<file path="src/rtl/stopwatch_ctrl_if.sv">
// Button inputs and command outputs of the stopwatch control unit.
// The master side drives raw buttons; the slave side is the controller.
interface stopwatch_ctrl_if;
  logic       btn_start;
  logic       btn_clear;
  logic       btn_lap;
  logic       count_en;
  logic       count_clr;
  logic       disp_hold;
  logic [1:0] state;

  modport master (
    output btn_start, btn_clear, btn_lap,
    input  count_en, count_clr, disp_hold, state
  );

  modport slave (
    input  btn_start, btn_clear, btn_lap,
    output count_en, count_clr, disp_hold, state
  );
endinterface

</file>
<file path="src/rtl/stopwatch_ctrl.sv">
// Stopwatch control unit: debounces three buttons, runs the mode FSM and
// issues tick enables, clear pulses and the display-freeze level.
module stopwatch_ctrl #(
  parameter int DEBOUNCE_CYCLES = 16,
  parameter int TICK_DIV        = 4
) (
  input logic             clk,
  input logic             reset,
  stopwatch_ctrl_if.slave sw
);

  localparam int PW = (TICK_DIV > 1) ? $clog2(TICK_DIV) : 1;
  localparam int CW = (DEBOUNCE_CYCLES > 1) ? $clog2(DEBOUNCE_CYCLES) : 1;
  localparam logic [PW-1:0] PRE_LAST  = PW'(TICK_DIV - 1);
  localparam logic [CW-1:0] STAB_LAST = CW'(DEBOUNCE_CYCLES - 1);

  typedef enum logic [1:0] {
    IDLE  = 2'b00,
    RUN   = 2'b01,
    PAUSE = 2'b10,
    LAP   = 2'b11
  } state_t;

  // Bit 0 start, bit 1 clear, bit 2 lap.
  logic [2:0]    raw_s;
  logic [2:0]    sync1_r;
  logic [2:0]    sync2_r;
  logic [2:0]    deb_r;
  logic [2:0]    deb_d_r;
  logic [2:0]    press_r;
  logic [CW-1:0] stab_r [3];

  state_t        state_r;
  state_t        state_next;
  logic [PW-1:0] presc_r;
  logic [PW-1:0] presc_next;
  logic          clr_cmd;
  logic          running_next;
  logic          start_p;
  logic          clear_p;
  logic          lap_p;
  logic          count_en_r;
  logic          count_clr_r;
  logic          disp_hold_r;

  assign raw_s = {sw.btn_lap, sw.btn_clear, sw.btn_start};

  // Synchronize, debounce and edge-detect the three buttons.
  always_ff @(posedge clk or posedge reset) begin
    if (reset) begin
      sync1_r <= 3'b000;
      sync2_r <= 3'b000;
      deb_r   <= 3'b000;
      deb_d_r <= 3'b000;
      press_r <= 3'b000;
      for (int i = 0; i < 3; i++) begin
        stab_r[i] <= {CW{1'b0}};
      end
    end else begin
      sync1_r <= raw_s;
      sync2_r <= sync1_r;
      deb_d_r <= deb_r;
      press_r <= deb_r & ~deb_d_r;
      for (int i = 0; i < 3; i++) begin
        if (sync2_r[i] == deb_r[i]) begin
          stab_r[i] <= {CW{1'b0}};
        end else if (stab_r[i] == STAB_LAST) begin
          deb_r[i]  <= ~deb_r[i];
          stab_r[i] <= {CW{1'b0}};
        end else begin
          stab_r[i] <= stab_r[i] + CW'(1);
        end
      end
    end
  end

  // Same-cycle presses resolve start > clear > lap; losers are dropped.
  assign start_p = press_r[0];
  assign clear_p = press_r[1] & ~press_r[0];
  assign lap_p   = press_r[2] & ~press_r[1] & ~press_r[0];

  // Mode transitions, clear command and prescaler next value.
  always_comb begin
    state_next = state_r;
    clr_cmd    = 1'b0;
    presc_next = presc_r;
    case (state_r)
      IDLE: begin
        if (start_p) begin
          state_next = RUN;
        end else if (clear_p) begin
          clr_cmd = 1'b1;
        end else begin
          state_next = IDLE;
        end
      end
      RUN: begin
        if (start_p) begin
          state_next = PAUSE;
        end else if (lap_p) begin
          state_next = LAP;
        end else begin
          state_next = RUN;
        end
      end
      LAP: begin
        if (lap_p) begin
          state_next = RUN;
        end else if (start_p) begin
          state_next = PAUSE;
        end else begin
          state_next = LAP;
        end
      end
      PAUSE: begin
        if (start_p) begin
          state_next = RUN;
        end else if (clear_p) begin
          state_next = IDLE;
          clr_cmd    = 1'b1;
        end else begin
          state_next = PAUSE;
        end
      end
      default: begin
        state_next = IDLE;
      end
    endcase

    // The prescaler advances on the current mode, so entering RUN starts at 0
    // and a pause keeps the partial tick for the resume.
    if (clr_cmd) begin
      presc_next = {PW{1'b0}};
    end else if (state_r == IDLE) begin
      presc_next = {PW{1'b0}};
    end else if ((state_r == RUN) || (state_r == LAP)) begin
      presc_next = (presc_r == PRE_LAST) ? {PW{1'b0}} : presc_r + PW'(1);
    end else begin
      presc_next = presc_r;
    end
  end

  assign running_next = (state_next == RUN) || (state_next == LAP);

  // Mode, prescaler and registered command outputs.
  always_ff @(posedge clk or posedge reset) begin
    if (reset) begin
      state_r     <= IDLE;
      presc_r     <= {PW{1'b0}};
      count_en_r  <= 1'b0;
      count_clr_r <= 1'b0;
      disp_hold_r <= 1'b0;
    end else begin
      state_r     <= state_next;
      presc_r     <= presc_next;
      count_en_r  <= running_next && (presc_next == PRE_LAST);
      count_clr_r <= clr_cmd;
      disp_hold_r <= (state_next == LAP);
    end
  end

  assign sw.state     = state_r;
  assign sw.count_en  = count_en_r;
  assign sw.count_clr = count_clr_r;
  assign sw.disp_hold = disp_hold_r;

endmodule

</file>
<file path="src/flat_wrapper.sv">
// flat-port wrapper written by rule: the top's interface ports become plain ports
module stopwatch_ctrl_flat 
#(
  parameter int DEBOUNCE_CYCLES = 16,
  parameter int TICK_DIV        = 4
)
  (clk, reset, sw_btn_start, sw_btn_clear, sw_btn_lap, sw_count_en, sw_count_clr, sw_disp_hold, sw_state);
  stopwatch_ctrl_if sw_i ();
  input logic clk;
  input logic reset;
  input wire logic [$bits(sw_i.btn_start)-1:0] sw_btn_start;
  input wire logic [$bits(sw_i.btn_clear)-1:0] sw_btn_clear;
  input wire logic [$bits(sw_i.btn_lap)-1:0] sw_btn_lap;
  output wire logic [$bits(sw_i.count_en)-1:0] sw_count_en;
  output wire logic [$bits(sw_i.count_clr)-1:0] sw_count_clr;
  output wire logic [$bits(sw_i.disp_hold)-1:0] sw_disp_hold;
  output wire logic [$bits(sw_i.state)-1:0] sw_state;
  assign sw_i.btn_start = sw_btn_start;
  assign sw_i.btn_clear = sw_btn_clear;
  assign sw_i.btn_lap = sw_btn_lap;
  assign sw_count_en = sw_i.count_en;
  assign sw_count_clr = sw_i.count_clr;
  assign sw_disp_hold = sw_i.disp_hold;
  assign sw_state = sw_i.state;
  stopwatch_ctrl #(.DEBOUNCE_CYCLES(DEBOUNCE_CYCLES), .TICK_DIV(TICK_DIV)) u_core (.clk(clk), .reset(reset), .sw(sw_i));
endmodule
</file>
<file path="config.mk">
export PLATFORM = sky130hd
export DESIGN_NAME = stopwatch_ctrl_flat
export DESIGN_NICKNAME = d
export VERILOG_FILES = /design/src/rtl/stopwatch_ctrl_if.sv /design/src/rtl/stopwatch_ctrl.sv /design/src/flat_wrapper.sv
export SDC_FILE = /design/constraint.sdc
export NUM_CORES = 1
export LEC_CHECK = 0
export ABC_AREA = 1
export CAP_MARGIN = 20
export CORE_MARGIN = 10
export CORE_UTILIZATION = 60
export DETAILED_ROUTE_END_ITERATION = 10
export GPL_ROUTABILITY_DRIVEN = 0
export PLACE_DENSITY = 0.81
export SETUP_SLACK_MARGIN = 0.15
export SYNTH_ARGS = -nofsm -noshare
export SYNTH_HDL_FRONTEND = slang
export SYNTH_SLANG_ARGS = --single-unit
export TNS_END_PERCENT = 50
</file>
<file path="constraint.sdc">
create_clock -name clk -period 2.7 [get_ports clk]
set_input_delay 0.675 -clock clk [delete_from_list [all_inputs] [get_ports clk]]
set_output_delay 0.675 -clock clk [all_outputs]
set_load 0.1 [all_outputs]
</file>
==> implementation parameters <==
Parameter                              Value

Floorplanning
  Total Die Area ... 4510 µm²
  Std-Cell Core Area ... 2170 µm²
  Floorplan die width ... 67.1 µm
  Die Span Y ... 67.1 µm
  Row count ... 17
  Number of ports placed on the die boundary ... 10
  Starting density of the core ... 61.4%

Yosys
  Count of state elements after synthesis ... 34
  Post-synthesis sequential area ratio ... 63.8%
  Synthesized area per cell ... 11.0 µm²
  Area of the mapped netlist ... 1330 µm²
  Combinational family with the most area after synthesis ... simple AND/OR/NAND/NOR gates
  Synthesized netlist net count ... 130
  Count of yosys warnings during synthesis ... 0
  Area fraction in compound gates after synthesis ... 1.50%
  Mux share of post-synthesis cell area ... 0%
  XOR/XNOR Fraction of Synth Area ... 5.92%
  Area share of and/or/nand/nor cells after synthesis ... 19.9%
  Post-synthesis cell count ... 121
  Share of synthesized cell area in full adder, half adder and majority cells ... 3.76%
  Post-synthesis cell type count ... 19

Worst setup path
  Maximum cell stage delay along the critical path ... 0.56 ns
  Cell breakdown of the critical path ... buf_4
  Crit-path max FO ... 9
  Critical path data required time ... 2.03 ns
  CP delay by family, top ... flip-flops
  Cell with the largest stage delay on the worst path ... sky130_fd_sc_hd__dfrtp_1
  Setup crit start kind ... register
  Crit. End Element ... output pin
  Data arrival time of the worst path ... 1.24 ns
  Critical path class ... register to output pin
  Buffers and inverters on the worst path ... 1

Finish
  Leading cell type in the layout, fill and taps excluded ... sky130_fd_sc_hd__dfrtp_1
  Filler Cell Count ... 176
  Total Nets Final ... 146
  Area grow syn2layout ... 11.5%
  Layout cells sized above 1 ... 16.8%
  Leading cell types in the layout, fill and taps excluded ... 34 x sky130_fd_sc_hd__dfrtp_1, 22 x sky130_fd_sc_hd__nor2_1, 12 x sky130_fd_sc_hd__inv_1, 10 x sky130_fd_sc_hd__nand2_1, 9 x sky130_fd_sc_hd__nand3_1
  Antenna fix cells ... 0

Clock tree
  Post-CTS resize count ... 0
  Number of sinks driven by the clock tree ... 34
  CTS HTree Levels ... 2
  Clock tree from TritonCTS ... built
  Clock-pin slew reported for the worst setup and hold paths after clock tree synthesis ... 0.09 ns
  Number of CTS-inserted buffers ... 5
  CTS Hold Bufs ... 0
  Clock insertion delay at the later pin of the skew report ... 0.33 ns
  Number of buffers added for setup after CTS ... 0
  Clock tree root driver cell ... sky130_fd_sc_hd__clkbuf_4
  Maximum clock path buffer count ... 2

Global routing
  Global-route wire length before repair ... 3530 µm
  Via count of the first global-routing pass ... 870
  Top Usage Layer GRT ... met2
  Met1 usage ... 9.52%
  Met3 track demand over resource in global routing ... 4.02%
  Tot GR Track Use ... 10.6%
  Largest net degree at the start of global routing ... 35
  Met2 Usage GRT ... 18.2%
  Antenna violations before repair ... 0
  Sum of overflow across all layers after global routing ... 0

Timing
  RSZ-0062 raised after global routing ... no
  Worst-Margin Slew ... 0.399 ns
  Count of final hold-check violations ... 0
  Worst-case hold slack ... 0.355 ns
  Post-route minimum period ... 1.92 ns
  Max-slew headroom ... 73.4%
  Fin. max-slew vios ... 0
  Setup violations, final ... 0
  Fraction of the cycle the final worst path needs ... 71.1%
  FMAX ... 521 MHz
  Worst clock skew ... 0.00885 ns
  Final sum of negative setup slack ... 0 ns

Run
  Maximum Capacitance Violations ... 0

Power
  Leakage dissipation ... 0.000750 µW
  Worst vdd ir ... 0.416 mV
  Power Dens Cells ... 572 nW/µm²

Place
  Final HPWL from detailed placement ... 1460 µm
  Port Buffer Count ... 9

Status
  Status ... completed

Routing
  First-pass iteration count of the detailed router ... 3
  Starting DRT DRC Count ... 25
  Post-detailed-routing wire length ... 1960 µm
  Drt wl/cell ... 11.9 µm
  Via count ... 817
  Remaining antenna violation count ... 0
  Vias per Instance ... 4.95
  Number of remaining DRC errors ... 0

Worst hold path
  Class of the most critical hold timing path ... register to register
[cells by family after synthesis]
family | count (synthesis)
fa+ha+maj | 4
buf+inv | 16
compound gates | 4
simple gates | 54
flops | 34
xor+xnor | 9
[worst reg2reg max path, delay by kind of cell, from the launching register on]
family / cells / cell delay (ns)
buffers and inverters: 3 / 0.22
flip-flops: 1 / 0.44
AND/OR/NAND/NOR: 3 / 0.34
[registers in the layout, indices dropped and copies added, names as in the netlist]
| name | cells |
|---|---|
| u_core.sync2_r | 3 |
| u_core.presc_r | 2 |
| u_core.sync1_r | 3 |
| u_core.press_r | 3 |
| u_core.stab_r | 12 |
| u_core.sw.state | 2 |
| u_core.sw.disp_hold | 1 |
| u_core.deb_d_r | 3 |
| u_core.deb_r | 3 |
| u_core.sw.count_en | 1 |
| u_core.sw.count_clr | 1 |
[final timing paths]
path / end / startpoint / slack, ns / cells after the start
setup reg to reg: u_core.presc_r[0]$_DFF_PP0_ / u_core.press_r[0]$_DFF_PP0_ / 1.59 / 6
max in group asynchronous: u_core.stab_r[5]$_DFF_PP0_ / reset / 1.69 / 3
hold / removal: u_core.sync2_r[0]$_DFF_PP0_ / u_core.sync1_r[0]$_DFF_PP0_ / 0.36 / 0
setup / recovery: sw_state[0] / u_core.sw.state[0]$_DFF_PP0_ / 0.78 / 1
hold reg to reg: u_core.sync2_r[0]$_DFF_PP0_ / u_core.sync1_r[0]$_DFF_PP0_ / 0.36 / 0
min in group asynchronous: u_core.press_r[2]$_DFF_PP0_ / reset / 0.72 / 3
[cells in the mapped netlist]
cell type	instances	area, µm²
sky130_fd_sc_hd__a21oi_1	3	15.0
sky130_fd_sc_hd__buf_6	1	11.3
sky130_fd_sc_hd__dfrtp_1	34	851
sky130_fd_sc_hd__ha_1	4	50.1
sky130_fd_sc_hd__inv_1	12	45.0
sky130_fd_sc_hd__inv_2	3	11.3
sky130_fd_sc_hd__nand2_1	10	37.5
sky130_fd_sc_hd__nand2_2	4	25.0
sky130_fd_sc_hd__nand2b_1	3	18.8
sky130_fd_sc_hd__nand3_1	9	45.0
sky130_fd_sc_hd__nand3_2	1	10.0
sky130_fd_sc_hd__nand3b_1	1	7.51
sky130_fd_sc_hd__nor2_1	22	82.6
sky130_fd_sc_hd__nor2_2	1	6.26
sky130_fd_sc_hd__nor2_4	2	22.5
sky130_fd_sc_hd__nor3_2	1	10.0
sky130_fd_sc_hd__o21ai_0	1	5.00
sky130_fd_sc_hd__xnor2_1	6	52.6
sky130_fd_sc_hd__xor2_1	3	26.3
[routing by layer]
layer	share of wire [%]	routed length (µm)
met1	39	773
met2	51	998
met3	7.6	149
met4	1.9	37
met5	0	0
[cell type report]
type / instances / area (µm²) / area share [%]
sequential: 34 / 851 / 57.2
multi-input combinational: 71 / 414 / 27.9
timing repair buffer: 10 / 85.1 / 5.72
inverter: 15 / 56.3 / 3.79
clock buffer: 7 / 45.0 / 3.03
tap: 28 / 35.0 / 2.36
[metrics by stage]
| step | util, % | total power (µW) | cells | worst slack [ns] | cell area, µm² |
|---|---|---|---|---|---|
| after floorplan | - | 601 | 121 | 1.03 | 1330 |
| after global placement | 66.4 | 615 | 158 | 1.16 | 1440 |
| final | 68.5 | 851 | 165 | 0.781 | 1490 |
| after global routing | 68.5 | 899 | 165 | 0.712 | 1490 |
| after CTS | 68.5 | 864 | 165 | 0.761 | 1490 |
| after detailed placement | 66.4 | 621 | 158 | 1.13 | 1440 |
[power breakdown]
group | leakage, µW | switching, µW | internal (µW) | total (µW)
combinational | 0.000272 | 38.0 | 26.5 | 64.6
clock | 0.0000254 | 144 | 98.0 | 242
sequential | 0.000453 | 15.7 | 528 | 544
(Power assumes the default switching activity.)
==> patch 1, RTL diff (same flow settings) <==
Make the reset (`reset`) synchronous in 2 clocked blocks.
--- a/src/rtl/stopwatch_ctrl.sv
+++ b/src/rtl/stopwatch_ctrl.sv
@@ -48,3 +48,3 @@
   // Synchronize, debounce and edge-detect the three buttons.
-  always_ff @(posedge clk or posedge reset) begin
+  always_ff @(posedge clk) begin
     if (reset) begin
@@ -145,3 +145,3 @@
   // Mode, prescaler and registered command outputs.
-  always_ff @(posedge clk or posedge reset) begin
+  always_ff @(posedge clk) begin
     if (reset) begin
Function: no difference found for any inputs over 10 cycles, from zero or initial values and one cycle with reset high; that may be too few to reach the edited logic, so the function may still have changed.
==> patch 1 against the unedited design <==
- synthesized area is 1.4% higher
- critical path depth unchanged
- clock skew up 0.0043 ns
- final area grew 4.9%
- setup slack better by 0.066 ns
- count of clock-buffer cells in the layout up 1
- sequential cell count did not move
- power rose by 2.5%
- wire length is 6.9% higher
- critical path type unchanged
- critical endpoint unchanged
==> patch 1: results (changes against the unedited design) <==
Worst VDD drop=0.000450 V (+8.3%); diode insertion count for antenna repair=0 (unchanged); arrival time at the worst endpoint=1.18 ns (-0.06 ns); number of enable-type register cells in the synthesized netlist=12 (+12); proportion of layout cells with a drive suffix above 1=0.110 (-0.0581); fraction of synthesized area in multiplexers=0 (unchanged); beginning of the worst register-to-register path=u_core.stab_r[2][0]$_SDFFCE_PN0P_; family with the most delay on the worst path=flip-flops; synthesized-area fraction occupied by ao, oa, aoi and oai cells=0.0491 (+0.0341); buffer type at the clock tree root=sky130_fd_sc_hd__clkbuf_4; Hold/Removal Path Class=reg2reg; asr flop ratio synth=0 (-1.00); cell types with the highest counts after synthesis=sky130_fd_sc_hd__nor2_1, sky130_fd_sc_hd__dfxtp_1, sky130_fd_sc_hd__inv_1, sky130_fd_sc_hd__nand2_1, sky130_fd_sc_hd__edfxtp_1; register name with the most flops=u_core.stab_r; delay contributed by the slowest stage of the critical path=0.50 ns (-0.06 ns); Register-to-Register Setup Slack=1.36 ns (-0.23 ns); ranking of synthesized cells by area=sky130_fd_sc_hd__dfxtp_1, sky130_fd_sc_hd__edfxtp_1, sky130_fd_sc_hd__nor2_1; via count of the first global-routing pass=996 (+14%); number of filler cells placed in the layout=183 (+4.0%); 1st-pass router iterations=4 (+1); number of buffers added by the clock tree synthesis step=5 (unchanged); number of antenna violations at the first check in global routing=0 (unchanged); Synth Area in XOR/XNOR=0.0389 (-0.0203); Internal Dissipation=0.688 mW (+5.3%); number of post-CTS setup repair buffers=0 (unchanged); capture endpoint of the worst hold path=u_core.press_r[1]$_SDFF_PP0_; global-route wire length before repair=3820 um (+8.4%); # H-tree levels=2 (unchanged); Lkg Pwr=0.706 nW (-5.9%); source of the worst hold timing path=u_core.deb_d_r[1]$_SDFF_PP0_; worst slack at placement=0.666 ns (-0.466 ns); sequential-to-total area share from yosys stat=0.593 (-0.0459); cell type of the slowest stage on the worst timing path=sky130_fd_sc_hd__dfxtp_1; Port Buf Inserts=9 (unchanged); Yosys warning count=0 (unchanged); Iter 0 DRT Violations=38 (+52%); clock edge transition at the registers on the reported setup and hold paths=0.10 ns; Largest register FFs=12 (unchanged); cell count of the worst reg-to-reg path=6 (unchanged); capture point of the worst reg-to-reg path=u_core.stab_r[2][2]$_SDFFCE_PN0P_; number of cells on the worst hold path=1 (+1); share of synthesized cell area in full adder, half adder and majority cells=0.0370 (-0.000522); post-CTS sizing=0 (unchanged); total number of nets in the final design=181 (+24%); Synth cell types=25 (+6); insertion delay of the later-clocked pin in the worst-skew pair=0.33 ns (about the same); post-detailed-placement half-perimeter wirelength=1590 um (+8.5%); overall track demand over capacity in global routing=0.114 (+0.00758); result of the run=completed; maximum clock skew at final layout=0.0132 ns (+0.00434 ns); maximum number of pins on one net before global-route repair=11 (-69%); Main synth FF type=sky130_fd_sc_hd__dfxtp_1; Via density=4.69 (-5.4%); routed wirelength normalized by instance count=10.4 um (-12%); worst-case hold slack=0.377 ns (+0.0221 ns); crit-path max FO=9 (unchanged)
patch 1: cell types whose count changed after synthesis, sizes merged, moves of 2 or more:
cell    delta
dfrtp     -34
dfxtp     +22
edfxtp    +12
inv        +7
nand2      +5
nand2b     -3
nand3      -2
nor2       +5
nor3       +4
o21ai      +6
xnor2      -5
xor2       +2
patch 1: kinds of logic after synthesis:
group,count (synthesis)
buffers and inverters,25
other,1
AND/OR/NAND/NOR,64
XOR/XNOR,6
adder cells (fa/ha/maj),4
AO/OA/AOI/OAI,12
flip-flops,34
patch 1: layer usage:
layer,track usage,wire (um)
met4,0.0769,59
met1,0.105,883
met3,0.0579,130
met5,0,0
met2,0.193,1020
patch 1: worst max path at each step:
| stage | startpoint | slack [ns] | end | cells past startpoint |
|---|---|---|---|---|
| 3_3_place_gp | reset | 0.70 | u_core.stab_r[0][2]$_SDFFCE_PN0P_ | 4 |
| 2_1_floorplan | u_core.sw.state[0]$_SDFF_PP0_ | 0.97 | sw_state[0] | 0 |
| 6_report | u_core.sw.state[0]$_SDFF_PP0_ | 0.85 | sw_state[0] | 1 |
| 5_1_grt | u_core.sw.state[0]$_SDFF_PP0_ | 0.76 | sw_state[0] | 1 |
| 4_1_cts | u_core.sw.state[0]$_SDFF_PP0_ | 0.83 | sw_state[0] | 1 |
| 3_5_place_dp | reset | 0.67 | u_core.stab_r[0][3]$_SDFFCE_PN0P_ | 4 |
patch 1: stage by stage:
| stage | util | instances | instance area [sq um] |
|---|---|---|---|
| finish | 0.719 | 201 | 1560 |
| global route | 0.719 | 201 | 1560 |
| CTS | 0.719 | 201 | 1560 |
| detailed placement | 0.691 | 193 | 1500 |
| global placement | 0.691 | 193 | 1500 |
| floorplan | - | 157 | 1390 |
patch 1: power by group through the flow:
stage	combinational, mW	sequential (mW)	clock [mW]
3_5_place_dp	0.0377	0.564	0
3_3_place_gp	0.0364	0.563	0
4_1_cts	0.0379	0.552	0.292
5_1_grt	0.0450	0.554	0.318
2_1_floorplan	0.0267	0.562	0
6_report	0.0381	0.552	0.282
patch 1: layout make-up:
type | count | area (sq um) | area share
sequential | 34 | 801 | 0.514
multi-input combinational | 98 | 488 | 0.313
tap | 28 | 35.0 | 0.0225
clock buffer | 8 | 58.8 | 0.0377
inverter | 23 | 91.3 | 0.0586
timing repair buffer | 10 | 85.1 | 0.0546
==> patch 2, RTL diff (same settings) <==
Made on the original files. `TICK_DIV` is set to 4 in 2 places; all go to 8.
--- a/src/rtl/stopwatch_ctrl.sv
+++ b/src/rtl/stopwatch_ctrl.sv
@@ -4,3 +4,3 @@
   parameter int DEBOUNCE_CYCLES = 16,
-  parameter int TICK_DIV        = 4
+  parameter int TICK_DIV        = 8
 ) (
--- a/src/flat_wrapper.sv
+++ b/src/flat_wrapper.sv
@@ -4,3 +4,3 @@
   parameter int DEBOUNCE_CYCLES = 16,
-  parameter int TICK_DIV        = 4
+  parameter int TICK_DIV        = 8
 )
Behaviour: same outputs for any inputs over 10 cycles, from zero or initial values and one cycle with reset high; that may be too few to reach the edited logic, so the function may still have changed.
==> patch 2 against the unedited design <==
- global-route usage increased by 0.38 points
- setup slack better by 0.0022 ns
- sequential cell count up 1
- final cell count grew 7.3%
- power increased by 9.5%
- highest routed layer unchanged
- final area increased by 5.4%
- wire length up 5.3%
- synthesized area grew 4.2%
- critical path type unchanged
==> patch 2: results (changes against the unedited design) <==
non-clock buffer area fraction after layout=0.0543 (-0.00293); routed length on met2=1000 um (+0.30%); Lkg Pwr=0.812 nW (+8.2%); post-route met1 wirelength=865 um (+12%); GR met1 Demand/Resource=0.111 (+0.0158); nets in the synthesized netlist=142 (+9.2%); worst slack at placement=1.13 ns (-0.00320 ns); routed wirelength normalized by instance count=11.6 um (-1.8%); Via density=5.00 (+0.98%); sequential-to-total area share from yosys stat=0.631 (-0.00787); detailed route wirelength on metal3=136 um (-8.7%); beginning of the worst register-to-register path=u_core.presc_r[0]$_DFF_PP0_; result of the run=completed; part of the cycle the worst path needs=0.710 (-0.000832); total number of nets in the final design=158 (+8.2%); GR Util met2=0.178 (-0.00456); sum of routed wire length over all layers=2060 um (+5.3%); Post-Place Cell Area=0.00150 sq mm (+3.9%); global routing usage on met3=0.0506 (+0.0104); 1st-pass router iterations=4 (+1); ranking of synthesized cells by area=sky130_fd_sc_hd__dfrtp_1, sky130_fd_sc_hd__nor2_1, sky130_fd_sc_hd__nand2_1; #MultiIn Comb=80 (+13%); Worst VDD drop=0.000562 V (+35%); non-clock inverter instance count of the final layout=16 (+1); worst-case hold slack=0.356 ns (+0.00115 ns); global-route wire length before repair=3670 um (+4.1%); Iter 0 DRT Violations=42 (+68%); crit-path max FO=9 (unchanged); post-detailed-placement half-perimeter wirelength=1590 um (+9.0%); maximum clock skew at final layout=0.00482 ns (-0.00403 ns); maximum number of pins on one net before global-route repair=36 (+2.9%); actual transition at the worst max-transition pin=0.410 ns (+0.0116 ns); final core utilization=0.708 (+0.0230); Mapped Avg Cell Area=10.5 sq um (-4.5%); number of placed instances with taps included=169 (+7.0%); capture point of the worst reg-to-reg path=u_core.sw.count_en$_DFF_PP0_; share of synthesized cell area in full adder, half adder and majority cells=0.0450 (+0.00749); cell types with the highest counts after synthesis=sky130_fd_sc_hd__dfrtp_1, sky130_fd_sc_hd__nor2_1, sky130_fd_sc_hd__nand2_1, sky130_fd_sc_hd__inv_1, sky130_fd_sc_hd__nand3_1; Synth cell types=20 (+1); fraction of area in multi-input gates=0.280 (+0.00173); number of clock-tree buffers in the layout=8 (+1); overall track demand over capacity in global routing=0.110 (+0.00385); area of the multi-input gates=439 sq um (+6.0%); clock network contribution to total cell area=0.0439 (+0.0136); register cell area after layout=876 sq um (+2.9%); synthesized-area fraction occupied by ao, oa, aoi and oai cells=0.0144 (-0.000609); cell type of the slowest stage on the worst timing path=sky130_fd_sc_hd__dfrtp_1
patch 2: changes by cell type in the layout (fill, tap and decap cells not counted), moves of 2 or more:
cell / unedited run / this run
sky130_fd_sc_hd__nand2_1: 10 / 19
sky130_fd_sc_hd__nand2_2: 4 / 1
sky130_fd_sc_hd__nand3_1: 9 / 12
sky130_fd_sc_hd__nor3b_1: 0 / 3
sky130_fd_sc_hd__xnor2_1: 6 / 3
sky130_fd_sc_hd__clkbuf_8: 0 / 2
sky130_fd_sc_hd__inv_1: 12 / 14
sky130_fd_sc_hd__inv_2: 3 / 1
sky130_fd_sc_hd__nor2_1: 22 / 20
sky130_fd_sc_hd__nor2_4: 2 / 0
patch 2: where the power goes:
| group | switching [mW] | leakage [nW] | internal, mW |
|---|---|---|---|
| clock | 0.157 | 0.0386 | 0.153 |
| combinational | 0.0382 | 0.307 | 0.0247 |
| sequential | 0.0151 | 0.467 | 0.543 |
| total | 0.210 | 0.812 | 0.721 |
